### src/rtl/fp16_to_int16_pipe.sv
// fp16 -> int16 converter: unpack/classify, de-normalising shift with rounding, then sign/saturate.
// Latency 3 cycles, throughput 1 per cycle.
// Backpressure: one global advance (~o_vld | i_rdy) stalls every stage together; bubbles are kept.
module fp16_to_int16_pipe #(
    parameter bit ROUND_NE = 1'b0,
    parameter bit SATURATE = 1'b1
) (
    input  logic        i_clk,
    input  logic        i_rst_n,
    input  logic [15:0] i_data,
    input  logic        i_vld,
    output logic        o_rdy,
    output logic [15:0] o_data,
    output logic        o_ovf,
    output logic        o_inv,
    output logic        o_inx,
    output logic        o_vld,
    input  logic        i_rdy
);

    typedef struct packed {
        logic        sign;
        logic        nan;
        logic        inf;
        logic        zero;
        logic        sub;
        logic [4:0]  exp;
        logic [10:0] sig;
    } s1_t;

    typedef struct packed {
        logic        sign;
        logic        nan;
        logic        inf;
        logic        inx;
        logic [16:0] mag;
    } s2_t;

    logic adv;
    logic s1_vld, s2_vld;
    s1_t  s1_d, s1_q;
    s2_t  s2_d, s2_q;

    assign adv   = ~o_vld | i_rdy;
    assign o_rdy = adv;

    always_comb begin
        s1_d      = '0;
        s1_d.sign = i_data[15];
        s1_d.exp  = i_data[14:10];
        s1_d.sig  = {1'b1, i_data[9:0]};
        s1_d.nan  = (&i_data[14:10]) & (|i_data[9:0]);
        s1_d.inf  = (&i_data[14:10]) & ~(|i_data[9:0]);
        s1_d.zero = ~(|i_data[14:10]);
        s1_d.sub  = ~(|i_data[14:10]) & (|i_data[9:0]);
    end

    // Fixed point with 24 fraction bits: value = sig * 2^(e-25) = (sig << (e-1)) * 2^-24.
    logic [39:0] wide;
    logic [15:0] int_part;
    logic        guard, sticky, round_up;

    always_comb begin
        wide      = {29'd0, s1_q.sig} << (s1_q.exp - 5'd1);
        int_part  = wide[39:24];
        guard     = wide[23];
        sticky    = |wide[22:0];
        round_up  = ROUND_NE & guard & (sticky | int_part[0]);
        s2_d      = '0;
        s2_d.sign = s1_q.sign;
        s2_d.nan  = s1_q.nan;
        s2_d.inf  = s1_q.inf;
        if (s1_q.nan | s1_q.inf | s1_q.zero) begin
            s2_d.mag = '0;
            s2_d.inx = s1_q.sub;
        end else begin
            s2_d.mag = {1'b0, int_part} + {16'd0, round_up};
            s2_d.inx = guard | sticky;
        end
    end

    logic [15:0] s3_data;
    logic        s3_ovf, s3_inv, s3_inx, over;

    always_comb begin
        over    = s2_q.inf | (s2_q.sign ? (s2_q.mag > 17'd32768) : (s2_q.mag > 17'd32767));
        s3_data = 16'h0000;
        s3_ovf  = 1'b0;
        s3_inv  = 1'b0;
        s3_inx  = 1'b0;
        if (s2_q.nan) begin
            s3_inv = 1'b1;
        end else if (over) begin
            s3_ovf  = 1'b1;
            s3_inx  = s2_q.inx;
            s3_data = SATURATE ? (s2_q.sign ? 16'h8000 : 16'h7FFF) : 16'h0000;
        end else begin
            s3_inx  = s2_q.inx;
            s3_data = s2_q.sign ? (~s2_q.mag[15:0] + 16'd1) : s2_q.mag[15:0];
        end
    end

    always_ff @(posedge i_clk) begin
        if (!i_rst_n) begin
            s1_vld <= 1'b0;
            s1_q   <= '0;
            s2_vld <= 1'b0;
            s2_q   <= '0;
            o_vld  <= 1'b0;
            o_data <= 16'h0000;
            o_ovf  <= 1'b0;
            o_inv  <= 1'b0;
            o_inx  <= 1'b0;
        end else if (adv) begin
            s1_vld <= i_vld;
            s1_q   <= s1_d;
            s2_vld <= s1_vld;
            s2_q   <= s2_d;
            o_vld  <= s2_vld;
            o_data <= s3_data;
            o_ovf  <= s3_ovf;
            o_inv  <= s3_inv;
            o_inx  <= s3_inx;
        end
    end

endmodule

### config.mk
export PLATFORM = sky130hd
export DESIGN_NAME = fp16_to_int16_pipe
export DESIGN_NICKNAME = d
export VERILOG_FILES = /design/src/rtl/fp16_to_int16_pipe.sv
export SDC_FILE = /design/constraint.sdc
export NUM_CORES = 1
export LEC_CHECK = 0
export BUFFER_PORTS_ARGS = -buffer_cell sky130_fd_sc_hd__buf_2
export CORE_MARGIN = 2
export CORE_UTILIZATION = 59
export DETAILED_ROUTE_END_ITERATION = 8
export PLACE_DENSITY = 0.91
export SETUP_SLACK_MARGIN = 0.05
export SYNTH_ARGS = -nofsm -noshare
export SYNTH_HDL_FRONTEND = slang
export SYNTH_SLANG_ARGS = --single-unit
### constraint.sdc
create_clock -name i_clk -period 3.9 [get_ports i_clk]
set_clock_uncertainty 0.05 [all_clocks]
set_input_delay 0.585 -clock i_clk [delete_from_list [all_inputs] [get_ports i_clk]]
set_output_delay 0.585 -clock i_clk [all_outputs]
set_load 0.005 [all_outputs]
Word-level counts from Yosys, hierarchy flattened:

Index checks and enable logic that the tools add are counted.

* $add $sub $neg: 2
* $lt $le $gt $ge: 2
* shifts and indexed selects: 1
* muxes and demuxes: 10
* bitwise logic cells: 12
* reductions and logical operators: 4

Operators by type and width (count)
* 16-bit two-way mux: 4
* 11-bit by 5-bit << shifter with 40-bit output: 1
* 23-bit OR reduction: 1
* 18-bit two-way mux: 1
* 17-bit by 15-bit greater-than comparator with 1-bit output, second input constant: 1
* 17-bit by 16-bit greater-than comparator with 1-bit output, second input constant: 1
* 16-bit by 1-bit adder with 16-bit output, second input constant: 1
* 16-bit inverter: 1
* 10-bit OR reduction: 1
* 1-bit two-way mux: 5
* 1-bit bitwise OR: 5
* 5-bit AND reduction: 1
* 5-bit OR reduction: 1
* 5-bit by 1-bit subtractor with 5-bit output, second input constant: 1
* 1-bit bitwise AND: 3
* 1-bit inverter: 3

* flip-flop bits (word level): 64
* bits of input ports: 20
* output and inout bits: 21
* word-level logic and storage cells: 50

Longest topological paths before layout:

* depth after elaboration: 5
* mapped depth: 13
* mapped depth without buffers: 9

Worst setup path before layout:

Ideal clock, no wire load.

* path type: register to register
* start: register s1_q[11] (netlist bit)
* end: register s2_q[17] (netlist bit)
* library setup time: 120 ps
* data arrival time: 2712 ps
* data required time: 3730 ps
* path slack: 1018 ps
* stages on the path, launching flop included: 13
* buffers on the path: 3
* period minus slack after synthesis: 2882 ps
* cell sequence: dfxtp_1 inv_1 buf_1 ha_1 buf_2 buf_2 mux2i_1 nand3_1 a31oi_1 nand4_1 a211oi_1 a311oi_1 o31a_1

* longest elaborated chain between the ends: 5

RTL lines
* start, declared: line 41 `s1_t s1_d, s1_q;`
* start signal, assigned: line 106 `s1_q <= '0;`
* start signal, assigned: line 116 `s1_q <= s1_d;`
* 5-bit by 1-bit subtractor with 5-bit output (*): line 64 `wide = {29'd0, s1_q.sig} << (s1_q.exp - 5'd1);`
* 11-bit by 5-bit << shifter with 40-bit output (*): line 64
* 23-bit OR reduction: line 67 `sticky = |wide[22:0];`
* 1-bit bitwise OR (*): line 78 `s2_d.inx = guard | sticky;`
* 18-bit two-way mux (*): line 73 `if (s1_q.nan | s1_q.inf | s1_q.zero) begin`
* end signal, assigned: line 108 `s2_q <= '0;`
* end signal, assigned: line 118 `s2_q <= s2_d;`
* end, declared: line 42 `s2_t s2_d, s2_q;`

Mark *: on every way between the ends. The rest lies on a longest branch, timed or not.
A chain may end at the register's enable or synchronous reset.

Worst setup path after layout:

* start: register s1_q[12] (netlist bit)
* end: register s2_q[17] (netlist bit)

Same word-level chain as after synthesis.

==> results.yml <==
run_status:
  outcome: "finished, final reports clean"
routing:
  via_per_inst: 6.37
  drt-initial-drc-count: 419
  vias: 3734
  drc: 0
  first_pass_iters: 5
  ant_nets: 0
  wire_per_inst_microns: 16.7
  wl_microns: 9760
clocking:
  ctsResizeCount: 0
  clock-sinks: 63
  clk_transition_reported_paths_ns: 0.08
  post_cts_buffers: 0
  cts_max_path_buffers: 2
  cts_buffers: 9
  htreeDepth: 3
  cts_root_buffer: "clkbuf_8"
  cts_hold_buf: 0
  clock_latency_ns: 0.36
  cts_tree: "done"
sta:
  hold-worst-slack_ns: 0.398
  clock.fmax_mhz: 322
  fin_crit_sh_pct: 79.7
  finalWorstSetupSlack_ns: 0.793
  finalSetupTns_ns: 0
  setup_viol: 0
  fin_crit_ns: 3.11
  timing.slew.headroom_pct: 34.7
  grt_setup_unrepaired: "false"
  hold_viol_final: 0
  tightest_slew_ns: 0.972
  drv_slew: 0
worst_setup_path:
  critPathArrivalTime_ns: 3.30
  worstReg2RegEnd: "s2_q[17]"
  crit_path_end_kind: "register"
  crit-reg2reg-launch: "s1_q[12]"
  crit_required_ns: 4.10
  path_class: "reg -> reg"
  reg2reg_slack_ns: 0.79
  worst-path-max-fanout: 18
  r2r_cells: 10
  cp-start-kind: "register"
die:
  num_rows: 28
  io_pins: 41
  initial_core_util_pct: 61.2
  dieArea_sq_um: 6780
  die_y_microns: 82.4
  core-area_sq_um: 5920
  die_x_microns: 82.4
yosys:
  synth.distinct_cells: 59
  synth_flop_cell: "dfxtp_1"
  yosysSeqAreaShare_pct: 34.8
  synth_edf_count: 0
  syn_area_per_cell_sq_um: 7.58
  yosysWarnings: 0
  syn_inst: 478
  async_flop_share_pct: 0
  synth.net_count: 501
  syn-cell-area_sq_um: 3620
  ys_ff_latch: 63
placement:
  dp_slack_ns: 0.916
  dpl.cell_count: 570
  dp_hpwl_microns: 6670
  place_congestion: 0.952
  port_buffers: 40
global_route:
  antenna_found_initial: 0
  grt_pass1_vias: 3307
  grt_use_total_pct: 30.8
  grt_max_degree: 46
  grt_pass1_wl_microns: 16000
  grt_overflow: 0
pwr:
  ir_drop_v: 0.000301
  power.total_mw: 1.74
  leakagePower_nw: 1.66
  cellPowerDensity_nw_per_um2: 428
finish:
  layout_commonest_cell: "nand2_1"
  syn_to_final_growth_pct: 12.2
  final_cell_mix: "nand2_1 (78), dfxtp_1 (63), nor2_1 (53), a21oi_1 (52), buf_2 (40)"
  drive_gt1_share_pct: 16.0
  final_cells: 586
  diodes: 0
  nets: 529
hold_path:
  hold_class: "reg -> reg"
  hold_start: "o_data[9]"
  min_to: "o_data[9]"
  min_path_cells: 2
job:
  drv_cap: 0
-- area by class of cell --
cell class	instances	area, sq um
Fill cell	476	1860
Timing Repair Buffer	51	283
Clock buffer	11	141
Clock inverter	5	56.3
Inverter	10	37.5
Tap cell	75	93.8
Sequential cell	63	1260
Multi-Input combinational cell	371	2190
-- how the worst max path moves through the flow --
stage	start	endpoint	cells past startpoint	slack (ns)
global placement	s1_q[12]	s2_q[17]	9	0.95
CTS	s1_q[12]	s2_q[17]	10	0.86
global route	s1_q[12]	s2_q[17]	10	0.59
finish	s1_q[12]	s2_q[17]	10	0.79
floorplan	s1_q[11]	s2_q[17]	12	1.02
detailed placement	s1_q[12]	s2_q[17]	9	0.92
-- routing by layer --
| layer | vias up | global-route usage [%] | part of all wire [%] |
|---|---|---|---|
| li1 | 1775 | - | - |
| met3 | 33 | 6.20 | 7.2 |
| met5 | - | 0 | 0 |
| met1 | 1739 | 42.9 | 45 |
| met2 | 187 | 45.7 | 45 |
| met4 | 0 | 14.5 | 2.5 |
-- synthesized netlist by cell type, drive strengths merged, types with 2 or more instances --
cell | number | area (sq um)
nand2 | 78 | 293
dfxtp | 63 | 1260
nor2 | 54 | 205
a21oi | 52 | 260
o21ai | 31 | 159
clkbuf | 26 | 97.6
mux2i | 21 | 223
nor3 | 14 | 91.3
a22oi | 12 | 90.1
a31oi | 10 | 62.6
inv | 9 | 33.8
nand3 | 9 | 45.0
buf | 8 | 42.5
nor3b | 8 | 65.1
nor4 | 7 | 43.8
o22ai | 6 | 37.5
and3 | 5 | 31.3
nand2b | 5 | 31.3
a21o | 4 | 30.0
a22o | 4 | 35.0
nand4 | 4 | 25.0
a32oi | 3 | 26.3
ha | 3 | 37.5
mux4 | 3 | 67.6
nor2b | 3 | 18.8
xnor2 | 3 | 33.8
xor2 | 3 | 26.3
a211oi | 2 | 15.0
a21boi | 2 | 15.0
a311oi | 2 | 17.5
a32o | 2 | 20.0
and2 | 2 | 12.5
nand3b | 2 | 15.0
nand4b | 2 | 17.5
or3 | 2 | 12.5
or4 | 2 | 18.8
-- kinds of logic after synthesis --
kind of cell    after synthesis  share of synthesized area, %
compound gates              137                          23.0
xor+xnor                      6                          1.66
fa+ha+maj                     3                          1.04
simple gates                200                          26.3
flops                        63                          34.8
mux                          25                          8.32
buf+inv                      44                          4.90
-- state kept, by name, summed over array words and instances (netlist names) --
signal / cells
s1_q: 21
o_data: 16
o_ovf: 1
o_vld: 1
o_inx: 1
o_inv: 1
s2_vld: 1
s2_q: 20
s1_vld: 1
-- where the power goes --
group / switching, mW / total [mW] / leakage, nW / internal (mW)
combinational: 0.251 / 0.423 / 1.05 / 0.172
sequential: 0.0443 / 0.728 / 0.516 / 0.684
clock: 0.275 / 0.588 / 0.0997 / 0.313
-- per-stage QoR --
| step | area, sq um | utilization [%] |
|---|---|---|
| final | 4060 | 68.6 |
| after CTS | 4060 | 68.6 |
| after detailed placement | 3870 | 65.3 |
| after global routing | 4060 | 68.6 |
| after floorplan | 3620 | - |
| after global placement | 3870 | 65.3 |
-- worst max-delay path: stages (launching register included) --
cell	delay, ns
dfxtp_1	0.37
inv_1	0.05
ha_1	0.76
buf_4	0.28
mux2i_1	0.31
mux2i_1	0.17
mux2i_1	0.24
o21ai_1	0.11
nor4_1	0.22
a311oi_1	0.14
o31a_1	0.29
Note: power is estimated with default switching activity, not from simulation.
